==> config.mk <==
export PLATFORM = sky130hd
export DESIGN_NAME = rate_period_decoder
export DESIGN_NICKNAME = d
export VERILOG_FILES = /design/src/rtl/rate_period_decoder.sv
export SDC_FILE = /design/constraint.sdc
export NUM_CORES = 1
export LEC_CHECK = 0
export BUFFER_PORTS_ARGS = -buffer_cell sky130_fd_sc_hd__buf_2
export CORE_ASPECT_RATIO = 0.9
export CORE_MARGIN = 2
export CORE_UTILIZATION = 50
export CTS_CLUSTER_SIZE = 12
export DETAILED_ROUTE_END_ITERATION = 6
export GPL_TIMING_DRIVEN = 0
export HOLD_SLACK_MARGIN = 0.06
export PLACE_DENSITY_LB_ADDON = 0.25
export SLEW_MARGIN = 20
export SYNTH_ARGS = -nofsm -noshare
export SYNTH_HDL_FRONTEND = slang
export SYNTH_SLANG_ARGS = --single-unit
==> constraint.sdc <==
create_clock -name clock -period 5.2 [get_ports clock]
set_input_delay 0.52 -clock clock [delete_from_list [all_inputs] [get_ports clock]]
set_output_delay 0.52 -clock clock [all_outputs]
set_load 0.05 [all_outputs]
==> src/rtl/rate_period_decoder.sv <==
// Measures the cycle interval between rate-divider ticks and recovers the speed
// select that produced it, with lock, bad-interval and timeout status.
module rate_period_decoder #(
    parameter int P1  = 25000000,
    parameter int P2  = 50000000,
    parameter int P3  = 100000000,
    parameter int TOL = 1024
) (
    input  logic        clock,
    input  logic        reset,
    input  logic        tick,
    output logic [26:0] period,
    output logic        period_valid,
    output logic [1:0]  speed_code,
    output logic        locked,
    output logic        bad_period,
    output logic        timeout
);

    localparam logic [26:0] LO1  = 27'(P1 - TOL);
    localparam logic [26:0] HI1  = 27'(P1 + TOL);
    localparam logic [26:0] LO2  = 27'(P2 - TOL);
    localparam logic [26:0] HI2  = 27'(P2 + TOL);
    localparam logic [26:0] LO3  = 27'(P3 - TOL);
    localparam logic [26:0] HI3  = 27'(P3 + TOL);
    localparam logic [26:0] TMAX = 27'(P3 + TOL);

    typedef enum logic {IDLE, MEASURE} state_t;

    state_t      state, state_n;
    logic [26:0] cnt, cnt_n;
    logic [1:0]  cand, cand_n;
    logic        cand_v, cand_v_n;
    logic [26:0] period_n;
    logic        period_valid_n, bad_period_n, locked_n, timeout_n;
    logic [1:0]  speed_code_n;
    logic        match;
    logic [1:0]  cls;

    // Interval classifier: code 00 only for back-to-back ticks, else windowed.
    always_comb begin
        match = 1'b1;
        cls   = 2'b00;
        if (cnt == 27'd1) begin
            cls = 2'b00;
        end else if (cnt >= LO1 && cnt <= HI1) begin
            cls = 2'b01;
        end else if (cnt >= LO2 && cnt <= HI2) begin
            cls = 2'b10;
        end else if (cnt >= LO3 && cnt <= HI3) begin
            cls = 2'b11;
        end else begin
            match = 1'b0;
        end
    end

    always_comb begin
        state_n        = state;
        cnt_n          = cnt;
        cand_n         = cand;
        cand_v_n       = cand_v;
        period_n       = period;
        period_valid_n = 1'b0;
        bad_period_n   = 1'b0;
        speed_code_n   = speed_code;
        locked_n       = locked;
        timeout_n      = timeout;
        case (state)
            IDLE: begin
                if (tick) begin
                    state_n   = MEASURE;
                    cnt_n     = 27'd1;
                    timeout_n = 1'b0;
                end
            end
            MEASURE: begin
                // A tick on the timeout edge takes priority over the timeout.
                if (tick) begin
                    period_n       = cnt;
                    period_valid_n = 1'b1;
                    cnt_n          = 27'd1;
                    if (match) begin
                        if (cand_v && cand == cls) begin
                            speed_code_n = cls;
                            locked_n     = 1'b1;
                        end else begin
                            cand_n   = cls;
                            cand_v_n = 1'b1;
                            locked_n = 1'b0;
                        end
                    end else begin
                        bad_period_n = 1'b1;
                        locked_n     = 1'b0;
                        cand_v_n     = 1'b0;
                    end
                end else if (cnt == TMAX) begin
                    timeout_n = 1'b1;
                    locked_n  = 1'b0;
                    cand_v_n  = 1'b0;
                    cnt_n     = 27'd0;
                    state_n   = IDLE;
                end else begin
                    cnt_n = cnt + 27'd1;
                end
            end
            default: state_n = IDLE;
        endcase
    end

    always_ff @(posedge clock) begin
        if (reset) begin
            state        <= IDLE;
            cnt          <= 27'd0;
            cand         <= 2'b00;
            cand_v       <= 1'b0;
            period       <= 27'd0;
            period_valid <= 1'b0;
            bad_period   <= 1'b0;
            speed_code   <= 2'b00;
            locked       <= 1'b0;
            timeout      <= 1'b0;
        end else begin
            state        <= state_n;
            cnt          <= cnt_n;
            cand         <= cand_n;
            cand_v       <= cand_v_n;
            period       <= period_n;
            period_valid <= period_valid_n;
            bad_period   <= bad_period_n;
            speed_code   <= speed_code_n;
            locked       <= locked_n;
            timeout      <= timeout_n;
        end
    end

endmodule

==> results.sh, run 1 <==
export IMPL_status="complete, no violations"
export IMPL_core_area_sq_mm=0.00652
export IMPL_register_area_sq_mm=0.00128
export IMPL_grt_pass1_vias=3186
export IMPL_yosysSeqAreaShare_pct=38.2
export IMPL_viasPerCell=5.87
export IMPL_cts_root_buf="clkbuf_8"
export IMPL_required_ps=5410
export IMPL_hold_ws_ps=450
export IMPL_routed_wl_um=9680
export IMPL_cpPeakStageDelay_ps=560
export IMPL_ios=36
export IMPL_rows=28
export IMPL_grt_max_degree=11
export IMPL_num_vias=3470
export IMPL_synth_top_cell_area_share_pct=38.2
export IMPL_layout_commonest_cell="nand2_1"
export IMPL_rsz0062_at_grt="no"
export IMPL_die_y_um=81.7
export IMPL_synth_compound_area_share_pct=22.5
export IMPL_finalCritPeriodShare_pct=64.3
export IMPL_ctsHoldBuffers=0
export IMPL_synth_seq_cells=64
export IMPL_ant_nets=0
export IMPL_h_tree_depth=3
export IMPL_first_pass_iters=5
export IMPL_cp_max_fo=10
export IMPL_finalNetCount=502
export IMPL_die_w_um=90.3
export IMPL_place_congestion=1.01
export IMPL_yosys_area_share_simple_pct=31.0
export IMPL_post_route_min_period_ps=3340
export IMPL_synth_xor_area_share_pct=0.261
export IMPL_cts_resized_gates=0
export IMPL_drtIter0Drc=285
export IMPL_slew_viol_final=0
export IMPL_clkLatencyLatePin_ps=350
export IMPL_ys_flop_type="dfxtp_1"
export IMPL_r2r_start="cnt[21]"
export IMPL_hp_start="period[14]"
export IMPL_drc_errors=0
export IMPL_cp_startpoint="cnt[21]"
export IMPL_critPathKind="flop to flop"
export IMPL_fmax_ghz=0.299
export IMPL_cts_buffers=9
export IMPL_path_cells="clkbuf_1, nand4_1, or4_1, clkbuf_1, o21ai_1, nand2b_1, buf_2, buf_2, o21ai_1, a21oi_1, nor2_1"
export IMPL_antennaDiodeCount=0
export IMPL_track_usage_pct=27.4
export IMPL_final_cell_mix="nand2_1 (90), dfxtp_1 (64), a21oi_1 (57), clkbuf_1 (37), buf_2 (37)"
export IMPL_synthAdderAreaFrac_pct=1.12
export IMPL_post_cts_setup_buffers=0
export IMPL_peakVddDrop_v=0.000163
export IMPL_static_leakage_power_nw=1.31
export IMPL_synth_top_family_by_area="simple AND/OR/NAND/NOR gates"
export IMPL_finalSetupViolations=0
export IMPL_postSynth_asyncResetShare_pct=0
export IMPL_path_clk_slew_ps=70
export IMPL_arrival_ps=3550
export IMPL_crit_slowest_cell="or4_1"
export IMPL_ys_warn_count=0
export IMPL_fillers=651
export IMPL_syn_num_nets=457
export IMPL_synth_largest_area_cell="dfxtp_1"
export IMPL_synth_edf_count=0
export IMPL_syn_area_sq_mm=0.00335
export IMPL_synthTopCellsByArea="dfxtp_1 (38%), nand2_1 (10%), a21oi_1 (8.5%)"
export IMPL_clock_skew_ps=6.61
export IMPL_hp_class="flop to flop"
export IMPL_synth_distinct_cells=56
export IMPL_max_slew_margin_rel_pct=40.9
export IMPL_synth_cells=451
export IMPL_grt_first_pass_wirelength_um=15900
export IMPL_design_area_sq_mm=0.00380
export IMPL_power_density_mw_per_mm2=244
export IMPL_fin_tns_setup_ps=0
export IMPL_avgSynthCellArea_sq_um=7.43
export IMPL_multi_input_area_sq_mm=0.00187
export IMPL_wire_per_inst_um=16.4
export IMPL_hold_viol=0
export IMPL_placed_area_sq_mm=0.00363
export IMPL_clk_path_buf_depth=2
export IMPL_layout_drive_gt1_share_pct=11.8
export IMPL_grt_overflow_total=0
export IMPL_dpl_hpwl_um=6950
export IMPL_clkSinkCount=64
export IMPL_startpoint_type="flop"
export IMPL_place_ws_ps=2000
export IMPL_cts_tree="done"
export IMPL_cap_violations=0
export IMPL_cp_end_kind="flop"
export IMPL_start_util_pct=51.4
export IMPL_syn2layout_area_growth_pct=13.4
export IMPL_port_buffers=34
export IMPL_p_total_mw=0.927
export IMPL_muxShareOfSynthArea_pct=0.784
export IMPL_antenna_found_initial=0
export IMPL_worstMarginPinSlew_ps=864
export IMPL_setup_slack_ps=1860
export IMPL_die_area_sq_mm=0.00738
-- final timing paths --
check               endpoint  slack (ps)  cells past startpoint
setup / recovery     cnt[16]        1860                     11
hold / removal    period[14]         450                      2
setup reg to reg     cnt[16]        1860                     11
hold reg to reg   period[14]         450                      2
-- area by class of cell --
cell class              instances  area share, %
multi-input cells             338           49.2
well taps                      90           2.96
inverters                       7          0.691
clock buffers                  12           3.82
plain buffers                  42           4.64
repair buffers                 34           4.48
clock inverters                 4          0.527
flip-flops and latches         64           33.7
-- per-layer routing --
layer  share of wire (%)  track usage [%]  vias to the layer above
met5                   0                0                        -
met4                 1.9             10.9                        0
met3                 7.5             6.24                       17
met2                  45             43.8                      152
met1                  46             36.6                     1587
li1                    -                -                     1714
-- critical path, delay by kind of cell, from the launching register on --
kind            cells  cell delay [ps]
simple gates        4             1130
buf+inv             4             1090
flops               1              350
compound gates      3              640
-- stage by stage --
stage,instances,utilization [%]
global route,591,58.3
global placement,575,55.8
finish,591,58.3
detailed placement,575,55.8
CTS,591,58.3
floorplan,451,-
-- report_power, final --
| group | internal, mW | switching (mW) | leakage [nW] |
|---|---|---|---|
| Clock | 0.183 | 0.188 | 0.0899 |
| Combinational | 0.0142 | 0.0467 | 0.706 |
| Sequential | 0.493 | 0.00237 | 0.516 |
-- cell usage after synthesis, types with 4 or more instances --
| library cell | instances |
|---|---|
| nand2_1 | 90 |
| dfxtp_1 | 64 |
| a21oi_1 | 57 |
| clkbuf_1 | 35 |
| nor2_1 | 26 |
| nor3_1 | 16 |
| nand3_1 | 13 |
| o21ai_1 | 13 |
| o21ai_0 | 12 |
| nand4_1 | 10 |
| and3_1 | 9 |
| a31oi_1 | 8 |
| a211oi_1 | 7 |
| inv_1 | 7 |
| nor4_1 | 7 |
| a311oi_1 | 5 |
| and2_1 | 4 |
| nand3b_1 | 4 |
| or3_1 | 4 |
-- sequential cells by signal (all words and copies together), names as in the netlist --
signal	flops
cnt	27
period	27
cand	2
speed_code	2
bad_period	1
cand_v	1
locked	1
period_valid	1
state	1
timeout	1
-- cell families (layout without fill, tap and decap cells) --
kind of cell | Yosys count | after routing
and+or+nand+nor | 208 | 208
muxes | 2 | 2
xor gates and xnor gates | 1 | 1
DFF | 64 | 64
adders and majority gates | 3 | 3
buffers and inverters | 49 | 99
AOI/OAI and AO/OA | 124 | 124
No activity file was read; power rests on OpenSTA's default activity.
==> inputs of run 2 (changes only) <==
Settings changed: ABC_AREA set to 1.
Clock period 5.2 ns to 3.3 ns, I/O delays scaled along.
==> run 2 against run 1 <==
Compared with the run above: flip-flop and latch count stayed put; maximum frequency is 40% higher; sequential share of layout area is 2.9 points lower; synthesized area is 8.1% higher; register-to-register slack worse by 940 ps; clock-buffer cell count is 2 lower; routed wire length is 17% higher; synthesized cell count is 22% higher; total power is 100% higher.
==> results.sh, run 2 <==
export IMPL_status="complete, no violations"
export IMPL_clkLatencyLatePin_ps=350
export IMPL_yosys_top_cells_count="nand2_1 (110), a21oi_1 (64), dfxtp_1 (64), nor2_1 (59), inv_1 (51)"
export IMPL_max_slew_margin_rel_pct=55.5
export IMPL_grt_overflow_total=0
export IMPL_rows=29
export IMPL_grt_busiest_layer="met2"
export IMPL_synth_seq_cells=64
export IMPL_track_usage_pct=29.8
export IMPL_postSynth_asyncResetShare_pct=0
export IMPL_clk_path_buf_depth=2
export IMPL_fmax_ghz=0.419
export IMPL_rsz0062_at_grt="no"
export IMPL_cts_tree="done"
export IMPL_fin_tns_setup_ps=0
export IMPL_synth_largest_area_cell="dfxtp_1"
export IMPL_synth_distinct_cells=36
export IMPL_synthTopCellsByArea="dfxtp_1 (35%), nand2_1 (11%), a21oi_1 (8.8%)"
export IMPL_startpoint_type="flop"
export IMPL_die_y_um=84.8
export IMPL_r2r_setup_slack_ps=920
export IMPL_first_pass_iters=7
export IMPL_wire_per_inst_um=16.4
export IMPL_placed_area_sq_mm=0.00391
export IMPL_h_tree_depth=3
export IMPL_path_cells="nand3_1, nor2_1, nand2_1, nor2_1, nand2_1, nor4_2, nand4_1, o31ai_1, a21oi_1"
export IMPL_synth_edf_count=0
export IMPL_p_total_mw=1.87
export IMPL_required_ps=3530
export IMPL_avgSynthCellArea_sq_um=6.60
export IMPL_synth_cells=549
export IMPL_path_delay_family="simple AND/OR/NAND/NOR gates"
export IMPL_clkSinkCount=64
export IMPL_drtIter0Drc=372
export IMPL_yosys_area_share_simple_pct=35.6
export IMPL_ctsHoldBuffers=0
export IMPL_use_met2_pct=44.8
export IMPL_synth_compound_area_share_pct=17.3
export IMPL_min_to="cnt[0]"
export IMPL_clock_skew_ps=13.2
export IMPL_cpPeakStageDelay_ps=480
export IMPL_reg2reg_to="cnt[23]"
export IMPL_cp_depth=9
export IMPL_power_density_mw_per_mm2=450
export IMPL_arrival_ps=2610
export IMPL_ys_flop_type="dfxtp_1"
export IMPL_synth_top_family_by_area="simple AND/OR/NAND/NOR gates"
export IMPL_static_leakage_power_nw=1.71
export IMPL_drc_errors=0
export IMPL_dpl_hpwl_um=8560
export IMPL_cp_end_kind="flop"
export IMPL_post_route_min_period_ps=2380
export IMPL_critPathKind="flop to flop"
export IMPL_layout_commonest_cell="nand2_1"
export IMPL_ios=36
export IMPL_peakVddDrop_v=0.000387
export IMPL_cts_buffers=9
export IMPL_start_util_pct=51.5
export IMPL_slew_viol_final=0
export IMPL_cp_max_fo=7
export IMPL_antennaDiodeCount=0
export IMPL_muxShareOfSynthArea_pct=0
export IMPL_die_area_sq_mm=0.00794
export IMPL_routed_wl_um=11400
export IMPL_synth_most_common_cell="nand2_1"
export IMPL_finalCritPeriodShare_pct=72.3
export IMPL_path_buf_inv=0
export IMPL_syn2layout_area_growth_pct=14.9
export IMPL_r2r_start="cnt[2]"
export IMPL_antenna_found_initial=0
export IMPL_synth_xor_area_share_pct=0.967
export IMPL_synth_top_cell_area_share_pct=35.4
export IMPL_hold_ws_ps=207
export IMPL_finalNetCount=600
export IMPL_grt_use_met3_pct=4.85
export IMPL_syn_num_nets=555
export IMPL_cts_root_buf="clkbuf_8"
export IMPL_hp_class="primary input to flop"
export IMPL_cts_resized_gates=0
export IMPL_grt_pass1_vias=3577
export IMPL_syn_area_sq_mm=0.00362
export IMPL_hold_viol=0
export IMPL_viasPerCell=5.67
export IMPL_layout_drive_gt1_share_pct=17.4
export IMPL_port_buffers=34
export IMPL_design_area_sq_mm=0.00416
export IMPL_post_cts_setup_buffers=0
export IMPL_hold_depth=2
export IMPL_hp_start="reset"
export IMPL_final_cell_mix="nand2_1 (110), a21oi_1 (64), dfxtp_1 (64), nor2_1 (59), inv_1 (51)"
export IMPL_path_clk_slew_ps=80
export IMPL_grt_first_pass_wirelength_um=18300
export IMPL_yosysSeqAreaShare_pct=35.4
export IMPL_grt_max_degree=13
export IMPL_ys_warn_count=0
export IMPL_num_vias=3927
export IMPL_reg2reg_depth=9
export IMPL_cap_violations=0
export IMPL_worstMarginPinSlew_ps=666
export IMPL_ant_nets=0
export IMPL_crit_slowest_cell="dfxtp_1"
export IMPL_final_util_pct=59.1
export IMPL_grt_use_met1_pct=43.2
export IMPL_core_area_sq_mm=0.00704
export IMPL_synthAdderAreaFrac_pct=1.04
export IMPL_reg_top3="cnt x27, period x27"
export IMPL_place_congestion=0.994
export IMPL_finalSetupViolations=0
export IMPL_die_w_um=93.7
[run 2: cell types whose count changed in the layout (fill, tap and decap cells not counted), sizes merged, moves of 22 or more]
cell and delta:
nand2 +32, o21ai +22, nor2 +43, nand3 +24, inv +53, clkbuf -25
[run 2: kinds of logic (layout without fill, tap and decap cells)]
logic type,Yosys count,in the layout
buf+inv,84,134
simple gates,274,274
xor+xnor,4,4
compound gates,120,120
flops,64,64
fa+ha+maj,3,3
[run 2: per-layer routing]
layer	part of all wire, %	vias up
li1	-	1908
met1	45	1791
met2	44	192
met3	7.9	36
met4	3.2	0
met5	0	-
[run 2: area by class of cell]
class / count / area, sq um
Buffer: 22 / 120
Clock buffer: 10 / 138
Clock inverter: 6 / 115
Fill cell: 710 / 2880
Inverter: 62 / 234
Multi-Input combinational cell: 401 / 1990
Sequential cell: 64 / 1280
Tap cell: 93 / 116
Timing Repair Buffer: 34 / 170
[run 2: power by group]
| part | internal [mW] | total, mW | switching [mW] |
|---|---|---|---|
| sequential | 0.796 | 0.809 | 0.0124 |
| combinational | 0.0450 | 0.198 | 0.153 |
| clock | 0.527 | 0.868 | 0.341 |
| total | 1.37 | 1.87 | 0.507 |
[run 2: worst max-delay path by stage]
stage	from	endpoint	slack, ps
floorplan	cnt[0]	cnt[26]	1480
global placement	cnt[6]	cand_v	1030
detailed placement	cnt[17]	cnt[23]	1040
CTS	cnt[6]	cand_v	1000
global route	cnt[2]	cnt[23]	750
finish	cnt[2]	cnt[23]	920
[run 2: worst reg2reg max path: cells and delay by family (launching register included)]
family	cells	cell delay (ps)
AO/OA/AOI/OAI	2	360
flip-flops	1	480
AND/OR/NAND/NOR	7	1430
[run 2: stage by stage]
step | setup slack, ps | std cells
2_1_floorplan | 1480 | 549
3_3_place_gp | 1030 | 676
3_5_place_dp | 1040 | 676
4_1_cts | 998 | 692
5_1_grt | 751 | 692
6_report | 916 | 692
==> inputs of run 3 (changes only) <==
Clock period 3.3 ns to 2.05 ns, I/O delays scaled along.
==> run 3 against run 2 <==
Compared with the run above: the flow now finishes with violations (setup timing); routed wire length increased by 12%; maximum frequency up 13%; setup slack got worse by 970 ps; critical path depth increased by 2; non-clock buffer count rose by 33; clock-buffer cell count stayed put; sequential share of layout area down 3.4 points; sequential power up 59%; via count grew 8.0%.
==> results.sh, run 3 (synthesis gave the netlist of run 2 again) <==
export IMPL_cpPeakStageDelay_ps=430
export IMPL_first_pass_iters=5
export IMPL_arrival_ps=2370
export IMPL_drtIter0Drc=504
export IMPL_fillers=604
export IMPL_cp_max_fo=7
export IMPL_critPathKind="flop to flop"
export IMPL_cts_tree="done"
export IMPL_layout_drive_gt1_share_pct=36.2
export IMPL_layout_commonest_cell="nand2_1"
export IMPL_r2r_start="cnt[2]"
export IMPL_dpl_hpwl_um=8560
export IMPL_cp_end_kind="flop"
export IMPL_final_cell_mix="nand2_1 (89), a21oi_1 (64), nor2_1 (44), o21ai_0 (42), dfxtp_1 (42)"
export IMPL_clkLatencyLatePin_ps=350
export IMPL_wire_per_inst_um=17.5
export IMPL_track_usage_pct=30.7
export IMPL_peakVddDrop_v=0.000618
export IMPL_power_density_mw_per_mm2=618
export IMPL_violations="setup timing"
export IMPL_h_tree_depth=3
export IMPL_clkSinkCount=64
export IMPL_cts_buffers=9
export IMPL_die_area_sq_mm=0.00794
export IMPL_startpoint_type="flop"
export IMPL_path_cells="nand3_4, nor2_4, nand2_4, nor2_4, nand2_4, nor4_4, buf_4, nand2_1, a21oi_1, o21ai_0, a21oi_1"
export IMPL_static_leakage_power_nw=2.07
export IMPL_required_ps=2320
export IMPL_grt_pass1_vias=3658
export IMPL_drc_errors=0
export IMPL_viasPerCell=5.85
export IMPL_grt_max_degree=13
export IMPL_grt_overflow_total=0
export IMPL_path_delay_family="simple AND/OR/NAND/NOR gates"
export IMPL_grt_first_pass_wirelength_um=18900
export IMPL_hold_ws_ps=228
export IMPL_hp_start="tick"
export IMPL_cp_startpoint="cnt[2]"
export IMPL_path_buf_inv=1
export IMPL_rows=29
export IMPL_hp_class="primary input to flop"
export IMPL_port_buffers=34
export IMPL_p_total_mw=3.02
export IMPL_fmax_ghz=0.476
export IMPL_syn2layout_area_growth_pct=35.0
export IMPL_clk_path_buf_depth=2
export IMPL_post_route_min_period_ps=2100
export IMPL_setup_slack_ps=-52.2
export IMPL_crit_slowest_cell="dfxtp_4"
export IMPL_slew_viol_final=0
export IMPL_worstMarginPinSlew_ps=595
export IMPL_place_congestion=0.994
export IMPL_antennaDiodeCount=0
export IMPL_status="complete, but fails checks"
export IMPL_ios=36
export IMPL_core_area_sq_mm=0.00704
export IMPL_finalSetupViolations=1
export IMPL_max_slew_margin_rel_pct=60.2
export IMPL_hold_viol=0
export IMPL_cts_root_buf="clkbuf_8"
export IMPL_multi_input_area_sq_mm=0.00234
export IMPL_final_util_pct=69.5
export IMPL_finalNetCount=633
export IMPL_ant_nets=0
export IMPL_clock_skew_ps=12.4
export IMPL_finalCritPeriodShare_pct=103
export IMPL_path_clk_slew_ps=80
export IMPL_routed_wl_um=12700
export IMPL_die_y_um=84.8
export IMPL_die_w_um=93.7
export IMPL_antenna_found_initial=0
export IMPL_num_vias=4243
export IMPL_rsz0062_at_grt="yes"
export IMPL_place_ws_ps=-209
export IMPL_reg_top3="cnt x27, period x27"
export IMPL_cap_violations=0
export IMPL_register_area_sq_mm=0.00134
export IMPL_design_area_sq_mm=0.00489
export IMPL_start_util_pct=51.5
export IMPL_placed_area_sq_mm=0.00391
run 3: metrics by stage:
step / std cells / TNS [ps]
CTS: 701 / -0.595
floorplan: 549 / 0
global route: 725 / -902
global placement: 676 / -3280
finish: 725 / -52.2
detailed placement: 676 / -3460
run 3: path summary, 6_finish.rpt:
check                                to  slack, ps  cells after the start
worst max register to register  cnt[15]        -50                     11
worst min-delay path            cand[0]        230                      3
worst max-delay path            cnt[15]        -50                     11
worst min register to register  timeout        480                      2
run 3: metal layers:
layer | global-route usage (%) | vias up | wire [um] | share of wire (%)
li1 | - | 1987 | - | -
met2 | 46.4 | 238 | 5850 | 46
met3 | 5.48 | 44 | 1140 | 9.0
met5 | 0 | - | 0 | 0
met4 | 10.5 | 0 | 433 | 3.4
met1 | 44.2 | 1974 | 5270 | 41
run 3: power by group:
| group | leakage, nW | total (mW) | switching [mW] | internal (mW) |
|---|---|---|---|---|
| logic | 1.42 | 0.333 | 0.253 | 0.0801 |
| clock network | 0.123 | 1.40 | 0.553 | 0.848 |
| registers | 0.535 | 1.29 | 0.0241 | 1.27 |
run 3: worst reg2reg max path, stage by stage, from the launching register on:
cell and delay (ps):
dfxtp_4 430, nand3_4 100, nor2_4 150, nand2_4 80, nor2_4 130, nand2_4 80, nor4_4 370, buf_4 180
nand2_1 70, a21oi_1 170, o21ai_0 130, a21oi_1 140
run 3: final cells by class:
type	instances	share of cell area (%)
inverters	62	5.45
plain buffers	22	3.20
repair buffers	67	8.70
clock buffers	10	2.81
flip-flops and latches	64	27.4
multi-input cells	401	47.7
well taps	93	2.38
clock inverters	6	2.35
run 3: what timing repair did:
item | in CTS | in global routing
hold endpoints to repair | 1 | 0
setup endpoints to repair | 28 | 16
setup buffers | 8 | 24
cloned | 0 | 0
hold buffers | 1 | 0
pin swaps | 4 | 43
gates resized for setup | 47 | 118
